**config.mk**
```make
export PLATFORM = sky130hd
export DESIGN_NAME = vga_pixel_pipe_flat
export DESIGN_NICKNAME = d
export VERILOG_FILES = /design/src/rtl/vga_pkg.sv /design/src/rtl/vga_pixel_pipe_if.sv /design/src/rtl/vga_delay_line.sv /design/src/rtl/vga_pixel_pipe.sv /design/src/flat_wrapper.sv
export SDC_FILE = /design/constraint.sdc
export NUM_CORES = 1
export LEC_CHECK = 0
export BUFFER_PORTS_ARGS = -buffer_cell sky130_fd_sc_hd__buf_2
export CAP_MARGIN = 10
export CORE_ASPECT_RATIO = 0.75
export CORE_MARGIN = 4
export CORE_UTILIZATION = 25
export DETAILED_ROUTE_END_ITERATION = 7
export PLACE_DENSITY_LB_ADDON = 0.15
export SETUP_SLACK_MARGIN = 0.3
export SLEW_MARGIN = 20
export SYNTH_ARGS = -nofsm -noshare
export SYNTH_HDL_FRONTEND = slang
export SYNTH_SLANG_ARGS = --single-unit
```
**constraint.sdc**
```tcl
create_clock -name clk -period 3.6 [get_ports clk]
set_input_delay 0.54 -clock clk [delete_from_list [all_inputs] [get_ports clk]]
set_output_delay 0.54 -clock clk [all_outputs]
set_load 0.01 [all_outputs]
```
**src/rtl/vga_pkg.sv**
```systemverilog
// Shared VGA constants and types used by the timing generator and the pixel pipe.
package vga_pkg;

  localparam int unsigned H_VISIBLE    = 640;
  localparam int unsigned V_VISIBLE    = 480;
  localparam int unsigned FB_W         = 320;
  localparam int unsigned FB_H         = 240;
  localparam int unsigned CUR_SIZE_DEF = 8;
  localparam int unsigned ADDR_W       = 17;

  // 12-bit framebuffer word: {R[3:0], G[3:0], B[3:0]}
  typedef struct packed {
    logic [3:0] r;
    logic [3:0] g;
    logic [3:0] b;
  } rgb12_t;

  // Per-pixel control bundle carried alongside the memory read
  typedef struct packed {
    logic valid;
    logic hsync;
    logic vsync;
    logic hit;
    logic first;
  } pix_ctl_t;

  // Idle bundle: blank pixel, syncs inactive (high)
  localparam pix_ctl_t CTL_RST = '{valid: 1'b0, hsync: 1'b1, vsync: 1'b1,
                                   hit: 1'b0, first: 1'b0};

endpackage

```
**src/rtl/vga_pixel_pipe_if.sv**
```systemverilog
// Framebuffer read port: pipe (master) issues addresses, memory (slave) returns data.
interface vga_pixel_pipe_if;

  logic [vga_pkg::ADDR_W-1:0] mem_addr;
  logic                       mem_rd;
  logic [11:0]                mem_data;

  modport master (output mem_addr, output mem_rd, input mem_data);
  modport slave  (input mem_addr, input mem_rd, output mem_data);

endinterface

```
**src/rtl/vga_delay_line.sv**
```systemverilog
// Fixed-depth shift register with a synchronous reset value.
module vga_delay_line #(
  parameter int unsigned      WIDTH   = 1,
  parameter int unsigned      DEPTH   = 1,
  parameter logic [WIDTH-1:0] RST_VAL = '0
) (
  input  logic             clk,
  input  logic             rst,
  input  logic [WIDTH-1:0] i_d,
  output logic [WIDTH-1:0] o_q
);

  logic [WIDTH-1:0] r_sr [DEPTH];

  // Shift one stage per clock; reset loads every stage with RST_VAL
  always_ff @(posedge clk) begin
    if (rst) begin
      for (int unsigned i = 0; i < DEPTH; i++) r_sr[i] <= RST_VAL;
    end else begin
      r_sr[0] <= i_d;
      for (int unsigned i = 1; i < DEPTH; i++) r_sr[i] <= r_sr[i-1];
    end
  end

  assign o_q = r_sr[DEPTH-1];

endmodule

```
**src/rtl/vga_pixel_pipe.sv**
```systemverilog
// Pixel fetch + cursor overlay + sync realignment stage after the VGA timing generator.
module vga_pixel_pipe import vga_pkg::*; #(
  parameter int unsigned MEM_LAT  = 1,
  parameter int unsigned FB_W     = vga_pkg::FB_W,
  parameter int unsigned CUR_SIZE = CUR_SIZE_DEF
) (
  input  logic                    clk,
  input  logic                    rst,
  input  logic [9:0]              i_h_cnt,
  input  logic [9:0]              i_v_cnt,
  input  logic                    i_valid_in,
  input  logic                    i_hsync_in,
  input  logic                    i_vsync_in,
  vga_pixel_pipe_if.master        mem_if,
  input  logic                    i_cursor_en,
  input  logic [9:0]              i_cursor_x,
  input  logic [9:0]              i_cursor_y,
  output logic [3:0]              o_vga_r,
  output logic [3:0]              o_vga_g,
  output logic [3:0]              o_vga_b,
  output logic                    o_hsync_out,
  output logic                    o_vsync_out,
  output logic                    o_frame_start,
  output logic [15:0]             o_frame_cnt
);

  localparam int unsigned L = MEM_LAT + 1;

  logic [ADDR_W-1:0] w_x, w_y, w_addr;
  logic [10:0]       w_h11, w_v11, w_cx11, w_cy11;
  logic              w_hit;
  pix_ctl_t          w_ctl, w_ctl_dly;
  rgb12_t            w_pix_out;

  logic [ADDR_W-1:0] r_mem_addr;
  logic              r_mem_rd;
  logic [9:0]        r_cx, r_cy;
  logic              r_cur_en;
  rgb12_t            r_rgb;
  logic              r_hsync, r_vsync, r_frame_start;
  logic [15:0]       r_frame_cnt;

  // Upscaled framebuffer address; 320 = 256 + 64 so the default is two shifts and an add
  always_comb begin
    w_x = ADDR_W'(i_h_cnt >> 1);
    w_y = ADDR_W'(i_v_cnt >> 1);
    if (FB_W == 320) w_addr = (w_y << 8) + (w_y << 6) + w_x;
    else             w_addr = w_y * ADDR_W'(FB_W) + w_x;
  end

  // Cursor hit test in 11 bits so cx+CUR_SIZE never wraps back to column 0
  always_comb begin
    w_h11  = {1'b0, i_h_cnt};
    w_v11  = {1'b0, i_v_cnt};
    w_cx11 = {1'b0, r_cx};
    w_cy11 = {1'b0, r_cy};
    w_hit  = r_cur_en && i_valid_in
          && (w_h11 >= w_cx11) && (w_h11 < w_cx11 + 11'(CUR_SIZE))
          && (w_v11 >= w_cy11) && (w_v11 < w_cy11 + 11'(CUR_SIZE));
  end

  // Control bundle for the sampled pixel
  always_comb begin
    w_ctl       = CTL_RST;
    w_ctl.valid = i_valid_in;
    w_ctl.hsync = i_hsync_in;
    w_ctl.vsync = i_vsync_in;
    w_ctl.hit   = w_hit;
    w_ctl.first = i_valid_in && (i_h_cnt == '0) && (i_v_cnt == '0);
  end

  // Stage A: issue the read and latch cursor settings during vertical blanking
  always_ff @(posedge clk) begin
    if (rst) begin
      r_mem_addr <= '0;
      r_mem_rd   <= 1'b0;
      r_cx       <= '0;
      r_cy       <= '0;
      r_cur_en   <= 1'b0;
    end else begin
      r_mem_addr <= w_addr;
      r_mem_rd   <= i_valid_in;
      if (!i_valid_in && !i_vsync_in) begin
        r_cx     <= i_cursor_x;
        r_cy     <= i_cursor_y;
        r_cur_en <= i_cursor_en;
      end
    end
  end

  assign mem_if.mem_addr = r_mem_addr;
  assign mem_if.mem_rd   = r_mem_rd;

  // Its first stage is stage A; the last stage lines up with mem_data for the same pixel
  vga_delay_line #(
    .WIDTH   ($bits(pix_ctl_t)),
    .DEPTH   (L),
    .RST_VAL (CTL_RST)
  ) u_ctl_dly (
    .clk (clk),
    .rst (rst),
    .i_d (w_ctl),
    .o_q (w_ctl_dly)
  );

  // Blank, inverted (cursor) or plain framebuffer colour
  always_comb begin
    w_pix_out = '0;
    if (w_ctl_dly.valid) begin
      if (w_ctl_dly.hit) w_pix_out = rgb12_t'(~mem_if.mem_data);
      else               w_pix_out = rgb12_t'(mem_if.mem_data);
    end
  end

  // Output register: colour, realigned syncs, frame pulse and counter
  always_ff @(posedge clk) begin
    if (rst) begin
      r_rgb         <= '0;
      r_hsync       <= 1'b1;
      r_vsync       <= 1'b1;
      r_frame_start <= 1'b0;
      r_frame_cnt   <= '0;
    end else begin
      r_rgb         <= w_pix_out;
      r_hsync       <= w_ctl_dly.hsync;
      r_vsync       <= w_ctl_dly.vsync;
      r_frame_start <= w_ctl_dly.first;
      if (w_ctl_dly.first) r_frame_cnt <= r_frame_cnt + 16'd1;
    end
  end

  assign o_vga_r       = r_rgb.r;
  assign o_vga_g       = r_rgb.g;
  assign o_vga_b       = r_rgb.b;
  assign o_hsync_out   = r_hsync;
  assign o_vsync_out   = r_vsync;
  assign o_frame_start = r_frame_start;
  assign o_frame_cnt   = r_frame_cnt;

endmodule
```
**src/flat_wrapper.sv**
```systemverilog
// flat-port wrapper written by rule: the top's interface ports become plain ports
module vga_pixel_pipe_flat import vga_pkg::*;
#(
  parameter int unsigned MEM_LAT  = 1,
  parameter int unsigned FB_W     = vga_pkg::FB_W,
  parameter int unsigned CUR_SIZE = CUR_SIZE_DEF
)
  (clk, rst, i_h_cnt, i_v_cnt, i_valid_in, i_hsync_in, i_vsync_in, i_cursor_en, i_cursor_x, i_cursor_y, o_vga_r, o_vga_g, o_vga_b, o_hsync_out, o_vsync_out, o_frame_start, o_frame_cnt, mem_if_mem_addr, mem_if_mem_rd, mem_if_mem_data);
  vga_pixel_pipe_if mem_if_i ();
  input  logic clk;
  input  logic rst;
  input  logic [9:0] i_h_cnt;
  input  logic [9:0] i_v_cnt;
  input  logic i_valid_in;
  input  logic i_hsync_in;
  input  logic i_vsync_in;
  input  logic i_cursor_en;
  input  logic [9:0] i_cursor_x;
  input  logic [9:0] i_cursor_y;
  output logic [3:0] o_vga_r;
  output logic [3:0] o_vga_g;
  output logic [3:0] o_vga_b;
  output logic o_hsync_out;
  output logic o_vsync_out;
  output logic o_frame_start;
  output logic [15:0] o_frame_cnt;
  output wire logic [$bits(mem_if_i.mem_addr)-1:0] mem_if_mem_addr;
  output wire logic [$bits(mem_if_i.mem_rd)-1:0] mem_if_mem_rd;
  input wire logic [$bits(mem_if_i.mem_data)-1:0] mem_if_mem_data;
  assign mem_if_mem_addr = mem_if_i.mem_addr;
  assign mem_if_mem_rd = mem_if_i.mem_rd;
  assign mem_if_i.mem_data = mem_if_mem_data;
  vga_pixel_pipe #(.MEM_LAT(MEM_LAT), .FB_W(FB_W), .CUR_SIZE(CUR_SIZE)) u_core (.clk(clk), .rst(rst), .i_h_cnt(i_h_cnt), .i_v_cnt(i_v_cnt), .i_valid_in(i_valid_in), .i_hsync_in(i_hsync_in), .i_vsync_in(i_vsync_in), .mem_if(mem_if_i), .i_cursor_en(i_cursor_en), .i_cursor_x(i_cursor_x), .i_cursor_y(i_cursor_y), .o_vga_r(o_vga_r), .o_vga_g(o_vga_g), .o_vga_b(o_vga_b), .o_hsync_out(o_hsync_out), .o_vsync_out(o_vsync_out), .o_frame_start(o_frame_start), .o_frame_cnt(o_frame_cnt));
endmodule
```
# Word level (Yosys, flattened, before mapping)
# Memory sizes are Yosys's and may differ from the RTL's.
# Index checks and enable logic that the tools add are counted.
# word_totals
register_bits	70
latchBits	0
mem_bits_rw	10
rom_bits	0
inputBits	58
out_inout_bits	49
elab_cells	45
mem_count	1
# memory_table
name	words	width	read_ports	rd_ports_with_merged_regs	write_ports	line_no	text
u_core.u_ctl_dly.r_sr	2	5	2	0	2	vga_delay_line.sv:13	logic [WIDTH-1:0] r_sr [DEPTH];
# op_classes
n_addsub	5
mul	0
n_div	0
magnitude_cmp	4
eq_ne	0
shift	0
muxes	6
bitwise_logic	4
n_reduce_logical	13
# op_table
operator	count
$add 10x4->11 const B	2
$lt 10x11->1	2
$ge 10x10->1	2
$logic_not 10->1	2
$add 17x15->17	1
$add 17x9->17	1
$add 16x1->16 const B	1
$mux 12	1
$not 12->12	1
$mux 5	2
$logic_and 1x1->1	8
$mux 1	3
$logic_not 1->1	2
$or 1x1->1	2
$reduce_or 2->1	1
$not 1->1	1

# Depth between registers and ports, before layout
# Gate-level depths: netlist of run 1.
# depth
ltp_word	6
depth_mapped	10
ltp_nobuf	10

# Cells and area by module
# From an unflattened synthesis of run 1, not the netlist that was laid out.
# unflattened
cells_unflattened	471
area_unflattened_um2	4159.0
# by_module_without_submodules
module	instances	cells_each	area_per_inst_um2	seq_area_each_um2
vga_pixel_pipe	1	446	3858.7	1401.3
vga_delay_line	1	25	300.3	200.2

# Least setup slack after synthesis of run 1
# No wires, ideal clock.
# synth_timing
kind	input-to-reg
startpoint	input i_h_cnt[9]
endpoint	register u_core.r_mem_addr[15] (netlist: u_core.mem_if.mem_addr[15])
setup_time_ns	0.128
t_arrival_ns	2.423
t_required_ns	3.472
setup_slack_ns	1.049
cell_stages	8
path_buffers	0
cell_sequence	fa_1 -> fa_1 -> a21o_1 -> a211oi_2 -> nor2_1 -> o41ai_2 -> xor2_1 -> nor2_1
# synth_via
elab_chain_len	1
# synth_lines
item	line_no	text
start: declaration	flat_wrapper.sv:12	input logic [9:0] i_h_cnt;
$add 17x9->17	vga_pixel_pipe.sv:47	if (FB_W == 320) w_addr = (w_y << 8) + (w_y << 6) + w_x;
end signal: assignment	vga_pixel_pipe.sv:81	r_mem_addr <= w_addr;
end: declaration	vga_pixel_pipe.sv:35	logic [ADDR_W-1:0] r_mem_addr;
# No other way between the ends.
# A chain may end at the register's enable or synchronous reset.

# Worst setup path after layout of run 1
# Same ends and word-level chain as after synthesis.

==> impl_results.md, run 1 <==
* Largest buffer count on any clock path at 2
* Number of antenna violations at the first check in global routing at 0
* Instance count of the mapped netlist at 461
* Post-synthesis instance area at 4090 um^2
* Actual transition at the worst max-transition pin at roughly 0.67 ns
* CP Max Fanout at 4
* Largest voltage drop on the vdd net at 0.000188 V
* Capturing element type of the critical path: flop
* Critical Path Start: i_h_cnt[9]
* Static power due to leakage at 2.23 nW
* Worst setup path category: input port to flop
* Clk Latency, worst-skew pair at 0.33 ns
* Die W at roughly 160 um
* # IOs at 107
* Last weighted congestion value of the routability-driven placer at 0.789
* Timing-limited maximum frequency at 0.397 GHz
* Per-cell routed wire length at 12.9 um
* Standard-cell row count at 40
* Count of port buffers added during placement at between 100 and 150
* Final hold vios at 0
* Number of distinct library cells after synthesis at 41
* Number of hold buffers added after CTS at 0
* Most frequent cells in the layout: buf_2 (106), dfxtp_1 (79), ha_1 (54), nand2_1 (53), nor2_1 (46)
* Synth Register Bits at between 70 and 80
* Number of nets in the finished design at between 600 and 700
* Startpoint of the lowest-slack register-to-register path: u_core.r_cy[3]
* Area Growth Syn to Fin at 25.4%
* Total via count in the routed design at between 3k and 4k
* Setup WS post-layout at 1.08 ns
* Clock tree skew after final layout at 0.00695 ns
* Core Footprint at between 15000 and 20000 um^2
* Setup repair after global routing missed its margin: no
* Post-Synthesis Mean Instance Area at 8.88 um^2
* Post-synth EDFFs at 0
* Cells resized by post-CTS repair at 0
* Via count of the first global-routing pass at 3211
* Number of levels the H-tree was split into at 3
* Register clock-pin slew on the reported worst setup and hold paths at around 0.07 ns
* Final sum of negative setup slack at 0 ns
* Post-CTS setup buffer count at 0
* Endpoint of the most critical setup path: u_core.mem_if.mem_addr[15]
* Grt ovf at 0
* TritonCTS Buffers at 9
* Period utilization at 0.700
* Most used flip-flop cell after synthesis: dfxtp_1
* Relative slew slack at 0.554
* First-pass iteration count of the detailed router at 4
* Worst endpoint required time at 3.80 ns
* Global routing usage summed across all routing layers at 0.109
* DRC violation count after routing at 0
* Crit path time final at 2.52 ns
* Largest net degree at the start of global routing at between 50 and 60
* Share of synthesized area occupied by flip-flops and latches at 0.387
* Layout cell share with drive strength beyond 1 at 0.247
* Yosys warnings at 0
* Placement-stage worst setup slack at roughly 0.7 ns
* Proportion of synthesized flip-flops having asynchronous set or reset at 0
* Total wire length after detailed routing at 10.1 mm
* Clock tree sinks at 79
* Areal power density over the cells at 417 nW/um^2
* Data arrival time of the worst path at about 2.7 ns
* Starting DRC count in detailed routing at 62
* Die extent in y at ~120 um
* # setup viols final at 0
* Cell at the root of the clock tree: clkbuf_16
* Reg2reg path depth at 9
* Number of vias per cell at 4.21
* Post-Syn Nets at 575
* Filler Cells Inserted at 1754
* Total inserted antenna cells at 0
* Flop2flop setup slack at 1.41 ns
* Count of antenna-violating nets left after detailed routing at 0
* Wire length of the first global-routing pass at 16.4 mm
* CTS tree: yes
* Worst r2r dst: u_core.u_ctl_dly.r_sr[0][1]
* Commonest non-fill, non-tap cell in the layout: buf_2
* Max-capacitance violation count at 0
* Status: finished clean
* DP HPWL at 8.13 mm
* Type of element launching the critical path: input port
* Die Footprint at 18500 um^2
* Class of the tightest hold or removal check: input port to flop
* Initial standard-cell utilization of the core at 0.255
* Number of max-slew violations in the final report at 0
## worst max-delay path: stages
cell	delay, ns
buf_2	0.14
fa_1	0.54
fa_1	0.47
a21o_1	0.22
a211oi_2	0.21
nor2_1	0.09
o41ai_2	0.24
xor2_1	0.19
nor2_1	0.06
## final cells by class
| cell class | count | area, um^2 | share of cell area |
|---|---|---|---|
| Clock buffer | 10 | 239 | 0.0466 |
| Clock inverter | 6 | 50.0 | 0.00976 |
| Inverter | 27 | 101 | 0.0198 |
| Multi-Input combinational cell | 341 | 2360 | 0.459 |
| Sequential cell | 79 | 1580 | 0.308 |
| Tap cell | 210 | 263 | 0.0512 |
| Timing Repair Buffer | 107 | 538 | 0.105 |
## kinds of logic after synthesis
group,count (synthesis),synth area share
AO/OA/AOI/OAI,75,0.110
multiplexers,1,0.00245
buffers and inverters,41,0.0382
AND/OR/NAND/NOR,166,0.196
XOR/XNOR,43,0.0920
flip-flops,79,0.387
adder cells (fa/ha/maj),56,0.175
## metrics by stage
stage / power, mW / cells / utilization / hold slack (ns) / instance area (um^2)
finish: 2.14 / 780 / 0.320 / 0.392 / 5130
global route: 2.26 / 780 / 0.320 / 0.389 / 5130
CTS: 2.18 / 780 / 0.320 / 0.372 / 5130
detailed placement: 1.29 / 764 / 0.302 / 0.395 / 4840
global placement: 1.28 / 764 / 0.302 / 0.395 / 4840
floorplan: 1.16 / 461 / - / 0.389 / 4090
## routing by layer
| metal | vias up | track usage | wire [um] |
|---|---|---|---|
| li1 | 1767 | - | - |
| met1 | 1427 | 0.155 | 5210 |
| met2 | 82 | 0.163 | 4150 |
| met3 | 6 | 0.0337 | 616 |
| met4 | 0 | 0.0230 | 68 |
| met5 | - | 0 | 0 |
## worst min-delay path by stage
stage	start	endpoint	slack, ns	cells after the start
floorplan	u_core.u_ctl_dly.r_sr[0][8]	u_core.o_hsync_out	0.39	1
global placement	u_core.u_ctl_dly.r_sr[0][8]	u_core.o_hsync_out	0.39	1
detailed placement	u_core.u_ctl_dly.r_sr[0][8]	u_core.o_hsync_out	0.40	1
CTS	i_hsync_in	u_core.u_ctl_dly.r_sr[0][3]	0.37	2
global route	i_hsync_in	u_core.u_ctl_dly.r_sr[0][3]	0.39	2
finish	i_hsync_in	u_core.u_ctl_dly.r_sr[0][3]	0.39	2
## power breakdown
| part | total, mW | switching [mW] | internal, mW |
|---|---|---|---|
| clock | 0.875 | 0.380 | 0.495 |
| combinational | 0.332 | 0.184 | 0.148 |
| sequential | 0.930 | 0.0165 | 0.913 |
| total | 2.14 | 0.580 | 1.56 |
## state kept, by name, summed over array words and instances, names as in the netlist
| signal | cells |
|---|---|
| u_core.o_vga_g | 4 |
| u_core.mem_if.mem_addr | 17 |
| u_core.o_frame_cnt | 16 |
| u_core.o_frame_start | 1 |
| u_core.o_vga_r | 4 |
| u_core.o_hsync_out | 1 |
| u_core.r_cy | 10 |
| u_core.r_cur_en | 1 |
| u_core.o_vsync_out | 1 |
| u_core.o_vga_b | 4 |
| u_core.r_cx | 10 |
| u_core.u_ctl_dly.r_sr | 10 |
## Yosys cell counts (all sizes together), types with 5 or more instances
cell	n	area, um^2
nor2b	16	100
nor2	47	176
and3	5	31.3
xor2	13	114
or2	8	52.6
ha	54	676
a21oi	41	205
nand2	53	199
nor4	6	37.5
inv	27	101
clkbuf	10	37.5
xnor2	30	263
nand4	5	43.8
dfxtp	79	1580
nand3	14	75.1
o21ai	15	75.1
Note: power is estimated with default switching activity, not from simulation.
==> inputs of run 2 (changes only) <==
Clock period 3.6 ns to 2.3 ns, I/O delays scaled along.
==> run 2 against run 1 <==
  * Core utilization up 1.8 points
  * Flip-flop and latch count unchanged
  * Global-route usage up 0.31 points
  * Clock skew down 0.0032 ns
  * Via count up 3.4%
  * Clock power up 69%
  * Critical path depth unchanged
  * Power up 64%
  * Critical endpoint unchanged
  * Largest cell class unchanged
  * Largest power group is now the clock network
==> impl_results.md, run 2 (synthesis results as in run 1) <==
* Startpoint of the lowest-slack register-to-register path: u_core.r_cy[4]
* # setup viols final at 0 (unchanged)
* Post-layout util at 0.338 (+0.0177)
* Grt ovf at 0 (unchanged)
* Die Footprint at 18500 um^2 (unchanged)
* Cell at the root of the clock tree: clkbuf_16
* First-pass iteration count of the detailed router at 4 (unchanged)
* Initial standard-cell utilization of the core at 0.255 (unchanged)
* Via count of the first global-routing pass at 3387 (+5.5%)
* Source of the worst hold timing path: i_hsync_in
* Wire length of the first global-routing pass at 16.7 mm (+2.0%)
* Largest voltage drop on the vdd net at 0.000301 V (+60%)
* Commonest non-fill, non-tap cell in the layout: buf_2
* DRC violation count after routing at 0 (unchanged)
* Core Footprint at 16000 um^2 (unchanged)
* Capturing element type of the critical path: flop
* Class of the tightest hold or removal check: input port to flop
* Timing-limited maximum frequency at 0.469 GHz
* Final hold vios at 0 (unchanged)
* Per-cell routed wire length at 12.8 um (-0.96%)
* TritonCTS Buffers at 9 (unchanged)
* Worst r2r dst: u_core.u_ctl_dly.r_sr[0][1]
* Filler Cells Inserted at 1706 (-2.7%)
* Clk Latency, worst-skew pair at 0.33 ns (about the same)
* # IOs at 107 (unchanged)
* Number of levels the H-tree was split into at 3 (unchanged)
* Number of max-slew violations in the final report at 0 (unchanged)
* Relative slew slack at 0.571 (+0.0168)
* Layout cell share with drive strength beyond 1 at 0.308 (+0.0605)
* Register area at 1590 um^2 (+0.47%)
* Total inserted antenna cells at 0 (unchanged)
* Data arrival time of the worst path at 2.34 ns (-0.38 ns)
* Final instance area at 5410 um^2 (+5.5%)
* Total wire length after detailed routing at 10.2 mm (+1.3%)
* Placed insts at 780 (+2.1%)
* Met2 WL at 4.25 mm (+2.4%)
* Standard-cell row count at 40 (unchanged)
* Layout Cells excl Fill at 798 (+2.3%)
* Number of antenna violations at the first check in global routing at 0 (unchanged)
* Number of nets in the finished design at 697 (+2.7%)
* Placement-stage worst setup slack at -0.165 ns (-0.872 ns)
* Top metal layer carrying routed signals: met4
* Max-capacitance violation count at 0 (unchanged)
* Multi-input logic area at 2460 um^2 (+4.2%)
* Count of port buffers added during placement at 106 (unchanged)
* CTS tree: yes
* Areal power density over the cells at 649 nW/um^2 (+56%)
* Clock tree skew after final layout at 0.00379 ns (-0.00316 ns)
* Period utilization at 0.927
* Largest net degree at the start of global routing at 38 (-27%)
* Die W at 156 um (unchanged)
* Clock tree sinks at 79 (unchanged)
* Worst endpoint required time at 2.51 ns (-1.29 ns)
* Last weighted congestion value of the routability-driven placer at 0.801 (+1.4%)
* Actual transition at the worst max-transition pin at 0.642 ns (-0.0254 ns)
* Area Growth Syn to Fin at 32.3%
* Setup WS post-layout at 0.168 ns (-0.913 ns)
* Status: finished clean
* Worst hold path cell count at 2 (unchanged)
* Routed metal-1 wirelength at 5.09 mm (-2.3%)
* Most frequent cells in the layout: buf_2 (104), dfxtp_1 (75), nand2_1 (53), ha_1 (50), nor2_1 (44)
* Number of vias per cell at 4.25 (+1.1%)
* Starting DRC count in detailed routing at 127 (+100%)
* Register clock-pin slew on the reported worst setup and hold paths at 0.07 ns (about the same)
* Setup repair after global routing missed its margin: yes
* Reg2reg path depth at 9 (unchanged)
* Number of flip-flops in the largest register at 17 (unchanged)
* Flop2flop setup slack at 0.34 ns (-1.07 ns)
* Static power due to leakage at 2.33 nW (+4.7%)
* CP Max Fanout at 2 (-2)
* Count of antenna-violating nets left after detailed routing at 0 (unchanged)
* Total via count in the routed design at 3394 (+3.4%)
* Die extent in y at 119 um (unchanged)
* DP HPWL at 8.24 mm (+1.3%)
* Crit path time final at 2.13 ns
* Met3 Wirelength at 709 um (+15%)
* Global routing usage summed across all routing layers at 0.112 (+0.00308)
* Type of element launching the critical path: input port
* WHS Endpoint: u_core.u_ctl_dly.r_sr[0][3]
* Largest buffer count on any clock path at 2 (unchanged)
* Worst setup path category: input port to flop
* Worst hold slack after final layout at 0.188 ns (-0.204 ns)
* Post-detailed-placement cell area at 4960 um^2 (+2.6%)
## run 2: cell types whose count changed in the layout (fill, tap and decap cells not counted), moves of 3 or more
cell     before  now
buf_4         1   19
a21oi_1      41   36
ha_1         54   50
dfxtp_2       0    3
dfxtp_1      79   75
a21oi_2       0    5
## run 2: cell type report
| class | count | share of cell area |
|---|---|---|
| inverters | 27 | 0.0187 |
| flip-flops and latches | 79 | 0.294 |
| well taps | 210 | 0.0486 |
| clock buffers | 9 | 0.0416 |
| clock inverters | 7 | 0.0162 |
| repair buffers | 125 | 0.127 |
| multi-input cells | 341 | 0.454 |
## run 2: worst max-delay path: stages
cell      delay [ns]
buf_8           0.10
fa_1            0.52
fa_2            0.38
a21o_1          0.19
a211oi_2        0.21
nor2_2          0.07
o41ai_2         0.31
xor2_1          0.17
nor2_1          0.05
## run 2: repair_timing
item / CTS / global route
setup endpoints to repair: 3 / 5
gates cloned: 0 / 0
pin swaps: 6 / 18
hold buffers: 0 / 0
buffers inserted: 1 / 1
resized for setup: 7 / 24
## run 2: worst max path at each step
| stage | depth (start not counted) | startpoint | to | slack, ns |
|---|---|---|---|---|
| after floorplan | 8 | i_v_cnt[3] | u_core.mem_if.mem_addr[15] | 0.06 |
| after global placement | 9 | i_v_cnt[3] | u_core.mem_if.mem_addr[15] | -0.15 |
| after detailed placement | 9 | i_v_cnt[3] | u_core.mem_if.mem_addr[15] | -0.16 |
| after CTS | 10 | i_h_cnt[8] | u_core.mem_if.mem_addr[15] | 0.18 |
| after global routing | 9 | i_h_cnt[9] | u_core.mem_if.mem_addr[15] | 0.11 |
| final | 9 | i_h_cnt[9] | u_core.mem_if.mem_addr[15] | 0.17 |
## run 2: stage by stage
step	TNS [ns]	power, mW
floorplan	0	1.81
global placement	-0.309	2.03
detailed placement	-0.333	2.04
CTS	0	3.56
global route	0	3.72
finish	0	3.51
## run 2: power by group
part	internal [mW]	switching, mW
clock	0.867	0.615
combinational	0.271	0.304
sequential	1.43	0.0264
total	2.57	0.945
## run 2: layer usage
metal | GRT usage | vias to the layer above
met2 | 0.168 | 84
met1 | 0.154 | 1498
li1 | - | 1801
met4 | 0.0306 | 0
met3 | 0.0377 | 11
met5 | 0 | -
